File: src/rtl/tx_instruction_sequencer.sv
// RAM-driven transmit instruction sequencer: fetch, decode, timed issue of fire/trigger/LED/ADC actions.
// Latency: 4 cycles minimum per instruction (FETCH, LATCH, EXEC, one DELAY), plus delay and handshake cycles.
// Backpressure: FIRE holds otxFireReq until itxFireAck; WAIT_EXT holds until itxExternalTrigger.
module tx_instruction_sequencer (
    input  logic         txCLK,
    input  logic         txRESET,
    input  logic         itxRun,
    input  logic         itxEmergency,
    input  logic         itxExternalTrigger,
    input  logic [127:0] itxInstructionMem,
    output logic [11:0]  otxInstructionReadAddr,
    output logic         otxFireReq,
    input  logic         itxFireAck,
    output logic [11:0]  otxFireAddr,
    output logic         otxTrigStrobe,
    output logic         otxLedStrobe,
    output logic         otxAdcTrigStrobe,
    output logic [7:0]   otxTrigValue,
    output logic [7:0]   otxLedValue,
    output logic         otxBusy,
    output logic         otxDone,
    output logic         otxError
);

    typedef enum logic [3:0] {
        S_IDLE,
        S_FETCH,
        S_LATCH,
        S_EXEC,
        S_ISSUE,
        S_WAIT_EXT,
        S_DELAY,
        S_HALT,
        S_ERROR
    } state_t;

    localparam logic [3:0] OP_NOP        = 4'd0;
    localparam logic [3:0] OP_FIRE       = 4'd1;
    localparam logic [3:0] OP_SET_TRIGS  = 4'd2;
    localparam logic [3:0] OP_SET_LEDS   = 4'd3;
    localparam logic [3:0] OP_ADC_TRIG   = 4'd4;
    localparam logic [3:0] OP_WAIT_EXT   = 4'd5;
    localparam logic [3:0] OP_LOOP_START = 4'd6;
    localparam logic [3:0] OP_LOOP_END   = 4'd7;
    localparam logic [3:0] OP_HALT       = 4'd8;

    state_t       state;
    state_t       stateNext;
    logic [127:0] instr;
    logic [31:0]  delayCnt;
    logic [29:0]  loopCnt [8];
    logic         branchTaken;

    logic [3:0]   opcode;
    logic [2:0]   loopIdx;
    logic [11:0]  branchTarget;
    logic [29:0]  loopCount;
    logic [7:0]   trigField;
    logic [7:0]   ledField;
    logic [11:0]  fireField;
    logic [31:0]  delayField;
    logic [29:0]  loopCur;
    logic         pcAtEnd;
    logic         execAct;
    logic         unusedInstrBits;

    assign opcode       = instr[3:0];
    assign loopIdx      = instr[6:4];
    assign branchTarget = instr[19:8];
    assign loopCount    = instr[49:20];
    assign trigField    = instr[57:50];
    assign ledField     = instr[65:58];
    assign fireField    = instr[77:66];
    assign delayField   = instr[127:96];
    assign unusedInstrBits = ^{instr[7], instr[95:78]};

    assign loopCur = loopCnt[loopIdx];
    assign pcAtEnd = (otxInstructionReadAddr == 12'hFFF);
    // Single-cycle opcodes take effect on the EXEC->DELAY edge only, so an abort in EXEC suppresses them.
    assign execAct = (state == S_EXEC) && (stateNext == S_DELAY);

    always_comb begin
        stateNext = state;
        if (itxEmergency) begin
            stateNext = S_ERROR;
        end else if (!itxRun) begin
            stateNext = S_IDLE;
        end else begin
            case (state)
                S_IDLE:  stateNext = S_FETCH;
                S_FETCH: stateNext = S_LATCH;
                S_LATCH: stateNext = S_EXEC;
                S_EXEC: begin
                    case (opcode)
                        OP_FIRE:     stateNext = S_ISSUE;
                        OP_WAIT_EXT: stateNext = S_WAIT_EXT;
                        OP_HALT:     stateNext = S_HALT;
                        OP_NOP, OP_SET_TRIGS, OP_SET_LEDS, OP_ADC_TRIG,
                        OP_LOOP_START, OP_LOOP_END:
                                     stateNext = S_DELAY;
                        default:     stateNext = S_ERROR;
                    endcase
                end
                S_ISSUE:    if (itxFireAck) stateNext = S_DELAY;
                S_WAIT_EXT: if (itxExternalTrigger) stateNext = S_DELAY;
                S_DELAY: begin
                    // The PC does not wrap: stepping past the last address is a program fault.
                    if (delayCnt == 32'd0)
                        stateNext = (!branchTaken && pcAtEnd) ? S_ERROR : S_FETCH;
                end
                S_HALT:  stateNext = S_HALT;
                S_ERROR: stateNext = S_ERROR;
                default: stateNext = S_ERROR;
            endcase
        end
    end

    always_ff @(posedge txCLK) begin
        if (txRESET) begin
            state                  <= S_IDLE;
            instr                  <= '0;
            delayCnt               <= '0;
            branchTaken            <= 1'b0;
            for (int i = 0; i < 8; i++) loopCnt[i] <= '0;
            otxInstructionReadAddr <= '0;
            otxFireReq             <= 1'b0;
            otxFireAddr            <= '0;
            otxTrigStrobe          <= 1'b0;
            otxLedStrobe           <= 1'b0;
            otxAdcTrigStrobe       <= 1'b0;
            otxTrigValue           <= '0;
            otxLedValue            <= '0;
            otxBusy                <= 1'b0;
            otxDone                <= 1'b0;
            otxError               <= 1'b0;
        end else begin
            state            <= stateNext;
            otxBusy          <= !(stateNext inside {S_IDLE, S_HALT, S_ERROR});
            otxDone          <= (stateNext == S_HALT);
            otxError         <= (stateNext == S_ERROR);
            otxFireReq       <= (stateNext == S_ISSUE);
            otxTrigStrobe    <= execAct && (opcode == OP_SET_TRIGS);
            otxLedStrobe     <= execAct && (opcode == OP_SET_LEDS);
            otxAdcTrigStrobe <= execAct && (opcode == OP_ADC_TRIG);

            case (state)
                S_IDLE: begin
                    if (stateNext == S_FETCH) otxInstructionReadAddr <= '0;
                end
                S_LATCH: begin
                    instr <= itxInstructionMem;
                end
                S_EXEC: begin
                    if (stateNext inside {S_DELAY, S_ISSUE, S_WAIT_EXT}) begin
                        delayCnt    <= delayField;
                        branchTaken <= 1'b0;
                    end
                    if (stateNext == S_ISSUE) otxFireAddr <= fireField;
                    if (execAct) begin
                        case (opcode)
                            OP_SET_TRIGS:  otxTrigValue <= trigField;
                            OP_SET_LEDS:   otxLedValue  <= ledField;
                            OP_LOOP_START: loopCnt[loopIdx] <= loopCount;
                            OP_LOOP_END: begin
                                if (loopCur > 30'd1) begin
                                    loopCnt[loopIdx] <= loopCur - 30'd1;
                                    branchTaken      <= 1'b1;
                                end else begin
                                    loopCnt[loopIdx] <= '0;
                                end
                            end
                            default: ;
                        endcase
                    end
                end
                S_DELAY: begin
                    if (stateNext == S_FETCH)
                        otxInstructionReadAddr <= branchTaken ? branchTarget
                                                              : otxInstructionReadAddr + 12'd1;
                    else if (stateNext == S_DELAY)
                        delayCnt <= delayCnt - 32'd1;
                end
                default: ;
            endcase
        end
    end

endmodule

File: config.mk
export PLATFORM = sky130hd
export DESIGN_NAME = tx_instruction_sequencer
export DESIGN_NICKNAME = d
export VERILOG_FILES = /design/src/rtl/tx_instruction_sequencer.sv
export SDC_FILE = /design/constraint.sdc
export NUM_CORES = 1
export LEC_CHECK = 0
export CAP_MARGIN = 10
export CELL_PAD_IN_SITES_DETAIL_PLACEMENT = 1
export CELL_PAD_IN_SITES_GLOBAL_PLACEMENT = 2
export CORE_AREA = 2 2 209 252
export DETAILED_ROUTE_END_ITERATION = 10
export DIE_AREA = 0 0 211 254
export DONT_BUFFER_PORTS = 1
export PLACE_DENSITY_LB_ADDON = 0.1
export RECOVER_POWER = 50
export SYNTH_ARGS = -nofsm -noshare
export SYNTH_HDL_FRONTEND = slang
export SYNTH_SLANG_ARGS = --single-unit
File: constraint.sdc
create_clock -name txCLK -period 4.9 [get_ports txCLK]
set_clock_uncertainty 0.2 [all_clocks]
set_input_delay 0.98 -clock txCLK [delete_from_list [all_inputs] [get_ports txCLK]]
set_output_delay 0.98 -clock txCLK [all_outputs]
set_load 0.02 [all_outputs]
---- Yosys cells after proc, flatten, opt, wreduce, memory -nomap -nowiden ----
Memory sizes are Yosys's and may differ from the RTL's. A register that Yosys moved wholly into a read port is not among the register bits.
Index checks and enable logic that the tools add are counted.
storage, ports and cells
  bits in registers ....................... 212
  memory bits (writable) .................. 240
  bits in read-only memories .............. 64
  bits of input ports ..................... 134
  output and inout port bits .............. 47
  word-level logic and storage cells ...... 114
  memories ................................ 2
memories
  name             depth  width  read ports  clocked after memory_dff  wr ports  RTL line  RTL
  loopCnt          8      30     1           1                         8         51        logic [29:0] loopCnt [8];
  (no name shown)  16     4      1           1                         0         94        case (opcode)
cells by class
  add/subtract/negate cells ............... 3
  order comparisons ....................... 1
  equality and inequality tests ........... 24
  muxes and demuxes ....................... 47
  bitwise operators ....................... 2
  reduce and logical (&&, ||, !) cells .... 20
operator list
  cell                     count
  $mux W32                 3
  $mux W30                 3
  $pmux W32 S2             1
  $eq A4 B3 Y1 const B     11
  $mux W12                 3
  $logic_not A32 Y1        1
  $mux W4                  8
  $pmux W4 S8              1
  $sub A32 B1 Y32 const B  1
  $gt A30 B1 Y1 const B    1
  $reduce_or A30 Y1        1
  $sub A30 B1 Y30 const B  1
  $mux W1                  24
  $pmux W12 S2             1
  $eq A4 B2 Y1 const B     4
  $add A12 B1 Y12 const B  1
  $eq A12 B12 Y1 const B   1
  $mux W3                  3
  $reduce_and A3 Y1        3
  $eq A4 B1 Y1 const B     2
  $logic_not A4 Y1         2
  $ne A2 B2 Y1 const B     4
  $reduce_bool A3 Y1       2
  $logic_and A1 B1 Y1      5
  other kinds (7)          10

---- Longest topological paths before layout ----
Gate-level depths: netlist (run 1).
  word-level depth ........................ 17
  depth in mapped cells ................... 16

---- Least setup slack after synthesis (run 1) ----
No wires, ideal clock.
  path type ............................... input to register
  from .................................... in itxExternalTrigger
  to ...................................... mem loopCnt[5][0] (enable)
  setup time .............................. 392 ps
  data arrival time ....................... 3541 ps
  data required time ...................... 4308 ps
  slack ................................... 768 ps
  cell stages on the path ................. 8
  path buffers ............................ 1
  cells stage by stage .................... mux2i_1 -> o21ai_0 -> a31oi_1 -> a2111oi_1 -> nand3_1 -> or3b_2 -> clkbuf_1 -> nand2b_1
RTL lines
  element             RTL line  RTL
  start: declaration  9         input logic itxExternalTrigger,
  end: declaration    51

==> results of run 1 <==
stage by stage:
| stage | power, mW | utilization [%] |
|---|---|---|
| floorplan | 4.207 | - |
| CTS | 7.847 | 45.32 |
| detailed placement | 4.276 | 42.36 |
| finish | 7.761 | 45.10 |
| global route | 7.989 | 45.10 |
| global placement | 4.267 | 42.36 |
worst max-delay path, cell delays in order, from the launching register on:
cell      delay [ns]
dfxtp_4         0.88
buf_4           0.50
buf_4           0.30
mux2i_1         0.26
nand3_1         0.10
nand4_1         0.14
nand4_1         0.18
nor4_1          0.46
buf_4           0.23
a211oi_1        0.14
a21oi_1         0.18
clkbuf_1        0.37
nor2_1          0.08
cells by family after synthesis:
kind of cell / synth area share (%)
buf+inv: 3.425
flops: 53.93
xor+xnor: 0.8005
fa+ha+maj: 0.3009
simple gates: 19.39
mux: 8.516
compound gates: 13.64
metal layers:
layer / wire length [um] / global-route usage (%) / up-vias
li1: - / - / 7491
met1: 27560 / 30.52 / 8018
met2: 32840 / 43.06 / 336
met3: 2779 / 3.831 / 107
met4: 1882 / 7.606 / 0
met5: 0 / 0 / -
synthesized netlist by cell type (5+ instances only):
cell | count | area (um2)
a211oi_1 | 15 | 112.6
a21oi_1 | 291 | 1456
a22oi_1 | 17 | 127.6
a22oi_4 | 7 | 148.9
a31oi_1 | 11 | 68.82
and2_1 | 19 | 118.9
and3_1 | 13 | 81.33
and4_1 | 5 | 43.79
buf_1 | 5 | 18.77
buf_2 | 18 | 90.09
buf_4 | 13 | 97.59
buf_6 | 5 | 56.30
clkbuf_1 | 93 | 349.1
dfxtp_1 | 200 | 4004
edfxtp_1 | 240 | 7207
ha_1 | 5 | 62.56
inv_1 | 19 | 71.32
mux2_2 | 10 | 112.6
mux2i_1 | 79 | 790.8
mux4_1 | 6 | 157.7
mux4_2 | 31 | 698.2
nand2_1 | 358 | 1344
nand2b_1 | 31 | 193.9
nand3_1 | 40 | 200.2
nand3b_1 | 6 | 45.04
nand4_1 | 18 | 112.6
nor2_1 | 223 | 837.1
nor2b_1 | 18 | 112.6
nor3_1 | 51 | 255.2
nor3_2 | 5 | 50.05
nor4_1 | 18 | 112.6
nor4_2 | 5 | 62.56
o21ai_0 | 55 | 275.3
o22ai_1 | 10 | 62.56
o31ai_1 | 7 | 52.55
o32ai_1 | 6 | 52.55
or2_2 | 7 | 43.79
or3_1 | 13 | 81.33
or4_1 | 9 | 67.56
xnor2_1 | 13 | 113.9
xor2_1 | 6 | 52.55
final timing paths:
kind	cells past startpoint	endpoint
worst max-delay path	12	loopCnt[6][5]$_SDFFCE_PN0P_
worst min-delay path	2	instr[19]$_SDFFE_PP0P_
worst max register to register	12	loopCnt[6][5]$_SDFFCE_PN0P_
worst min register to register	2	instr[19]$_SDFFE_PP0P_
layout make-up:
type | instances | share of cell area [%]
Clock buffer | 66 | 5.638
Clock inverter | 20 | 0.9279
Inverter | 19 | 0.3093
Multi-Input combinational cell | 1487 | 38.36
Sequential cell | 440 | 48.65
Tap cell | 651 | 3.532
Timing Repair Buffer | 79 | 2.583
report_power, final:
group	total [mW]	internal [mW]	switching [mW]
clock network	3.57	2.10	1.46
registers	3.98	3.95	0.0326
logic	0.212	0.0699	0.142
total	7.76	6.12	1.64
registers in the layout, summed over array words and instances (netlist names), 4 cells and up, named ones only:
register                flops
loopCnt                   240
instr                     109
delayCnt                   32
otxFireAddr                12
otxInstructionReadAddr     12
otxLedValue                 8
otxTrigValue                8
state                       4
==> results.py, run 1 <==
metrics = {
    "outcome": {
        "status": "finished with violations",
        "violations": "capacitance limit, slew limit",
    },
    "finish": {
        "multiInputGateArea_mm2": 0.008845,
        "layout_commonest_cell": "nand2_1",
        "nets": 2212,
        "n_fill_cell": 5652,
        "stdcell_area_mm2": 0.02306,
        "antenna_cells": 0,
        "regArea_mm2": 0.01122,
        "drive_gt1_share_pct": 10.37,
        "area_delta_synth_final_pct": 10.92,
        "layout_common_cells": "nand2_1 (358), a21oi_1 (291), edfxtp_1 (240)",
        "final_cells": 2762,
    },
    "sta": {
        "fin_ws_ns": 0.5245,
        "fin_tns_setup_ns": 0,
        "rsz0062_at_grt": "no",
        "whs_ns": 0.2493,
        "finalHoldViolCount": 0,
        "setup_viol": 0,
        "relSlewSlack_pct": -16.78,
        "fmax_mhz": 228.5,
        "tightestPinTransition_ns": 1.738,
        "drv_slew": 172,
        "fin_crit_ns": 4.375,
        "post-route-period-util_pct": 89.30,
    },
    "clock_network": {
        "htreeDepth": 2,
        "cts_tree": "yes",
        "clock_path_buffers": 3,
        "cts-root-buf": "clkbuf_16",
        "clkSinkCount": 440,
        "cts_setup_buffers": 0,
        "cts_hold_buffers": 0,
        "worstSkewPairLatency_ns": 0.58,
        "clkSlewWorstSetupHoldPaths_ns": 0.06,
        "cts_buffers": 46,
        "cts-resized-gates": 0,
    },
    "placement": {
        "dp_cells": 2676,
        "dpl_cell_area_mm2": 0.02166,
        "io_buffer_count": 0,
        "gp_congestion": 0.8243,
        "dp_hpwl_mm": 43.93,
        "pre_cts_slack_ns": 0.6015,
    },
    "worst_setup_path": {
        "reg2reg_slack_ns": 0.52,
        "start_kind": "flip-flop",
        "cp-end-kind": "flip-flop",
        "path_max_fanout": 47,
        "worstPathArrival_ns": 4.46,
        "path_class": "reg2reg",
        "critical_path_required_ns": 4.99,
    },
    "detailed_routing": {
        "vias_per_cell": 5.776,
        "routedWlPerCell_um": 23.56,
        "drt_iter0_markers": 897,
        "vias": 15950,
        "drt_wl_total_mm": 65.06,
        "first_pass_iters": 5,
        "drc": 0,
        "postRouteAntennaNets": 0,
    },
    "grt": {
        "grt_max_degree": 199,
        "grt_pass1_vias": 16920,
        "grt_overflow_total": 0,
        "grt_first_pass_wirelength_mm": 99.99,
        "antenna_found_initial": 0,
        "grt_usage_pct": 24.38,
    },
    "min_path": {
        "hp-class": "reg2reg",
        "min-delay-start": "instr[19]$_SDFFE_PP0P_",
    },
    "synth": {
        "ys_seq_area_share_pct": 53.93,
        "ys_types": 85,
        "ys_seq_elements": 440,
        "synthesis.area_mm2": 0.02079,
        "synthArstFlopShare_pct": 0,
        "syn_avg_cell_area_um2": 9.985,
        "synth_ff_type": "edfxtp_1",
        "synth_nets": 2221,
        "yosys_warnings": 0,
        "syn-instance-count": 2082,
        "synth_edf_count": 240,
    },
    "die": {
        "start_util_pct": 40.66,
        "core_area_mm2": 0.05112,
        "ios": 181,
        "die_y_um": 254,
        "rows": 91,
        "die_area_mm2": 0.05359,
        "die_w_um": 211,
    },
    "pwr": {
        "ir_drop_uv": 269.9,
        "p_leak_nw": 7.392,
        "cellPowerDensity_mw_per_mm2": 336.6,
    },
    "flow_run": {
        "max_cap_violations": 3,
    },
}
Note: power is estimated with default switching activity, not from simulation.
==> run 2: changes to the inputs <==
CORE_AREA = 2 2 204 246   (was 2 2 209 252)
CTS_BUF_LIST = sky130_fd_sc_hd__clkbuf_8   (was default)
DIE_AREA = 0 0 206 248   (was 0 0 211 254)
==> results.py, run 2 (synthesis results as in run 1) <==
metrics = {
    "die": {
        "die_area_mm2": 0.05109,
        "start_util_pct": 42.62,
        "rows": 89,
        "core_area_mm2": 0.04877,
        "die_y_um": 248,
        "die_w_um": 206,
        "ios": 181,
    },
    "clock_network": {
        "clock_path_buffers": 3,
        "cts-root-buf": "clkbuf_8",
        "cts_tree": "yes",
        "clkSlewWorstSetupHoldPaths_ns": 0.07,
        "htreeDepth": 3,
        "clkSinkCount": 440,
        "cts_setup_buffers": 0,
        "cts_hold_buffers": 0,
        "cts-resized-gates": 0,
        "cts_buffers": 75,
        "worstSkewPairLatency_ns": 0.68,
    },
    "detailed_routing": {
        "routedWlPerCell_um": 23.07,
        "vias": 16170,
        "drt_iter0_markers": 984,
        "drc": 0,
        "first_pass_iters": 5,
        "vias_per_cell": 5.775,
        "postRouteAntennaNets": 0,
        "drt_wl_total_mm": 64.59,
    },
    "finish": {
        "final_cells": 2799,
        "largest_reg_flops": 240,
        "layout_common_cells": "nand2_1 (358), a21oi_1 (292), edfxtp_1 (240)",
        "area_delta_synth_final_pct": 10.33,
        "nets": 2243,
        "largestRegisters": "loopCnt (240), instr (109), delayCnt (32)",
        "largest-register": "loopCnt",
        "drive_gt1_share_pct": 12.03,
        "layout_commonest_cell": "nand2_1",
    },
    "outcome": {
        "status": "finished with violations",
        "violations": "capacitance limit, slew limit",
    },
    "sta": {
        "fmax_mhz": 217.9,
        "post-route-period-util_pct": 93.65,
        "drv_slew": 58,
        "relSlewSlack_pct": -16.27,
        "rsz0062_at_grt": "no",
        "tightestPinTransition_ns": 1.731,
        "finalHoldViolCount": 0,
        "setup_viol": 0,
        "fin_tns_setup_ns": 0,
        "fin_crit_ns": 4.589,
    },
    "worst_setup_path": {
        "reg2reg_from": "otxInstructionReadAddr[0]$_SDFFE_PP0P_",
        "reg2reg_slack_ns": 0.31,
        "path_class": "reg2reg",
        "cp-end-kind": "flip-flop",
        "worstRegToRegCells": 10,
        "worstPathArrival_ns": 4.67,
        "r2r_end": "loopCnt[1][28]$_SDFFCE_PN0P_",
        "critical_path_required_ns": 4.99,
        "start_kind": "flip-flop",
        "path_max_fanout": 12,
    },
    "placement": {
        "gp_congestion": 0.8451,
        "dp_cells": 2664,
        "dp_hpwl_mm": 43.56,
        "io_buffer_count": 0,
    },
    "grt": {
        "grt_max_degree": 199,
        "grt_first_pass_wirelength_mm": 98.43,
        "grt_pass1_vias": 17030,
        "grt_usage_pct": 25.47,
        "antenna_found_initial": 3,
        "grt_overflow_total": 0,
    },
    "min_path": {
        "hp-class": "in2reg",
        "worst_hold_path.endpoint": "otxFireAddr[2]$_SDFFE_PP0P_",
        "min-delay-start": "txRESET",
        "hold_depth": 1,
    },
    "pwr": {
        "internal_power_mw": 5.690,
        "p_switching_mw": 1.748,
        "p_sw_share_pct": 23.51,
        "p_leak_nw": 7.484,
        "p_seq_share_pct": 53.5,
        "clockPowerShare_pct": 43.6,
        "cellPowerDensity_mw_per_mm2": 324.3,
        "ir_drop_uv": 197.8,
        "combPwrFrac_pct": 2.8,
        "total_power_mw": 7.438,
    },
    "flow_run": {
        "max_cap_violations": 2,
    },
}
run 2: cell count changes in the layout (fill, tap and decap cells not counted), sizes merged:
cell,delta
bufinv,-2
buf,-3
clkinvlp,+4
clkinv,+6
diode,+1
inv,+27
clkbuf,+18
run 2: stage by stage:
step / area [um2] / util (%) / setup slack [ns] / hold WS (ns)
CTS: 23030 / 47.21 / 0.5468 / 0.1217
floorplan: 20790 / - / 0.7675 / 0.2312
detailed placement: 21590 / 44.27 / 0.5490 / 0.2414
finish: 22940 / 47.03 / 0.3112 / 0.1635
global route: 22930 / 47.02 / 0.1345 / 0.1285
global placement: 21590 / 44.27 / 0.6107 / 0.2356
run 2: per-layer routing:
metal,vias to the layer above,wire (um),GRT usage [%],part of all wire [%]
met2,350,32680,44.68,51
met4,4,1535,8.403,2.4
li1,7571,-,-,-
met1,8129,26940,31.03,42
met5,-,28,0,0.043
met3,111,3393,5.436,5.3
run 2: worst max-delay path, stage by stage, from the launching register on:
cell      delay, ns
dfxtp_1        0.30
clkbuf_1       0.40
ha_1           0.31
nand3_1        0.14
or4_1          0.64
and4bb_1       0.29
nor4b_2        0.31
nand3_1        0.17
or3_1          0.50
nand2b_1       0.14
clkbuf_1       0.77
run 2: power groups by stage:
stage | registers [mW] | clock network (mW) | logic, mW
floorplan | 4.05 | 0 | 0.157
global placement | 4.06 | 0 | 0.207
detailed placement | 4.06 | 0 | 0.212
CTS | 3.98 | 3.34 | 0.213
global route | 3.99 | 3.48 | 0.226
finish | 3.98 | 3.25 | 0.211
run 2: area by class of cell:
| cell class | count | area, um2 |
|---|---|---|
| diodes | 1 | 2.502 |
| clock buffers | 79 | 1087 |
| clock inverters | 55 | 345.3 |
| fillers | 5485 | 25840 |
| inverters | 19 | 71.32 |
| multi-input cells | 1487 | 8857 |
| flip-flops and latches | 440 | 11220 |
| well taps | 637 | 797.0 |
| repair buffers | 81 | 558.0 |
run 2: how the worst max path moves through the flow:
stage | slack [ns] | endpoint | startpoint
CTS | 0.55 | loopCnt[2][26]$_SDFFCE_PN0P_ | flip-flop
detailed placement | 0.55 | loopCnt[5][10]$_SDFFCE_PN0P_ | itxRun
floorplan | 0.77 | loopCnt[5][0]$_SDFFCE_PN0P_ | itxExternalTrigger
finish | 0.31 | loopCnt[1][28]$_SDFFCE_PN0P_ | otxInstructionReadAddr[0]$_SDFFE_PP0P_
global route | 0.13 | delayCnt[9]$_SDFFE_PP0P_ | otxInstructionReadAddr[0]$_SDFFE_PP0P_
global placement | 0.61 | loopCnt[5][10]$_SDFFCE_PN0P_ | itxRun
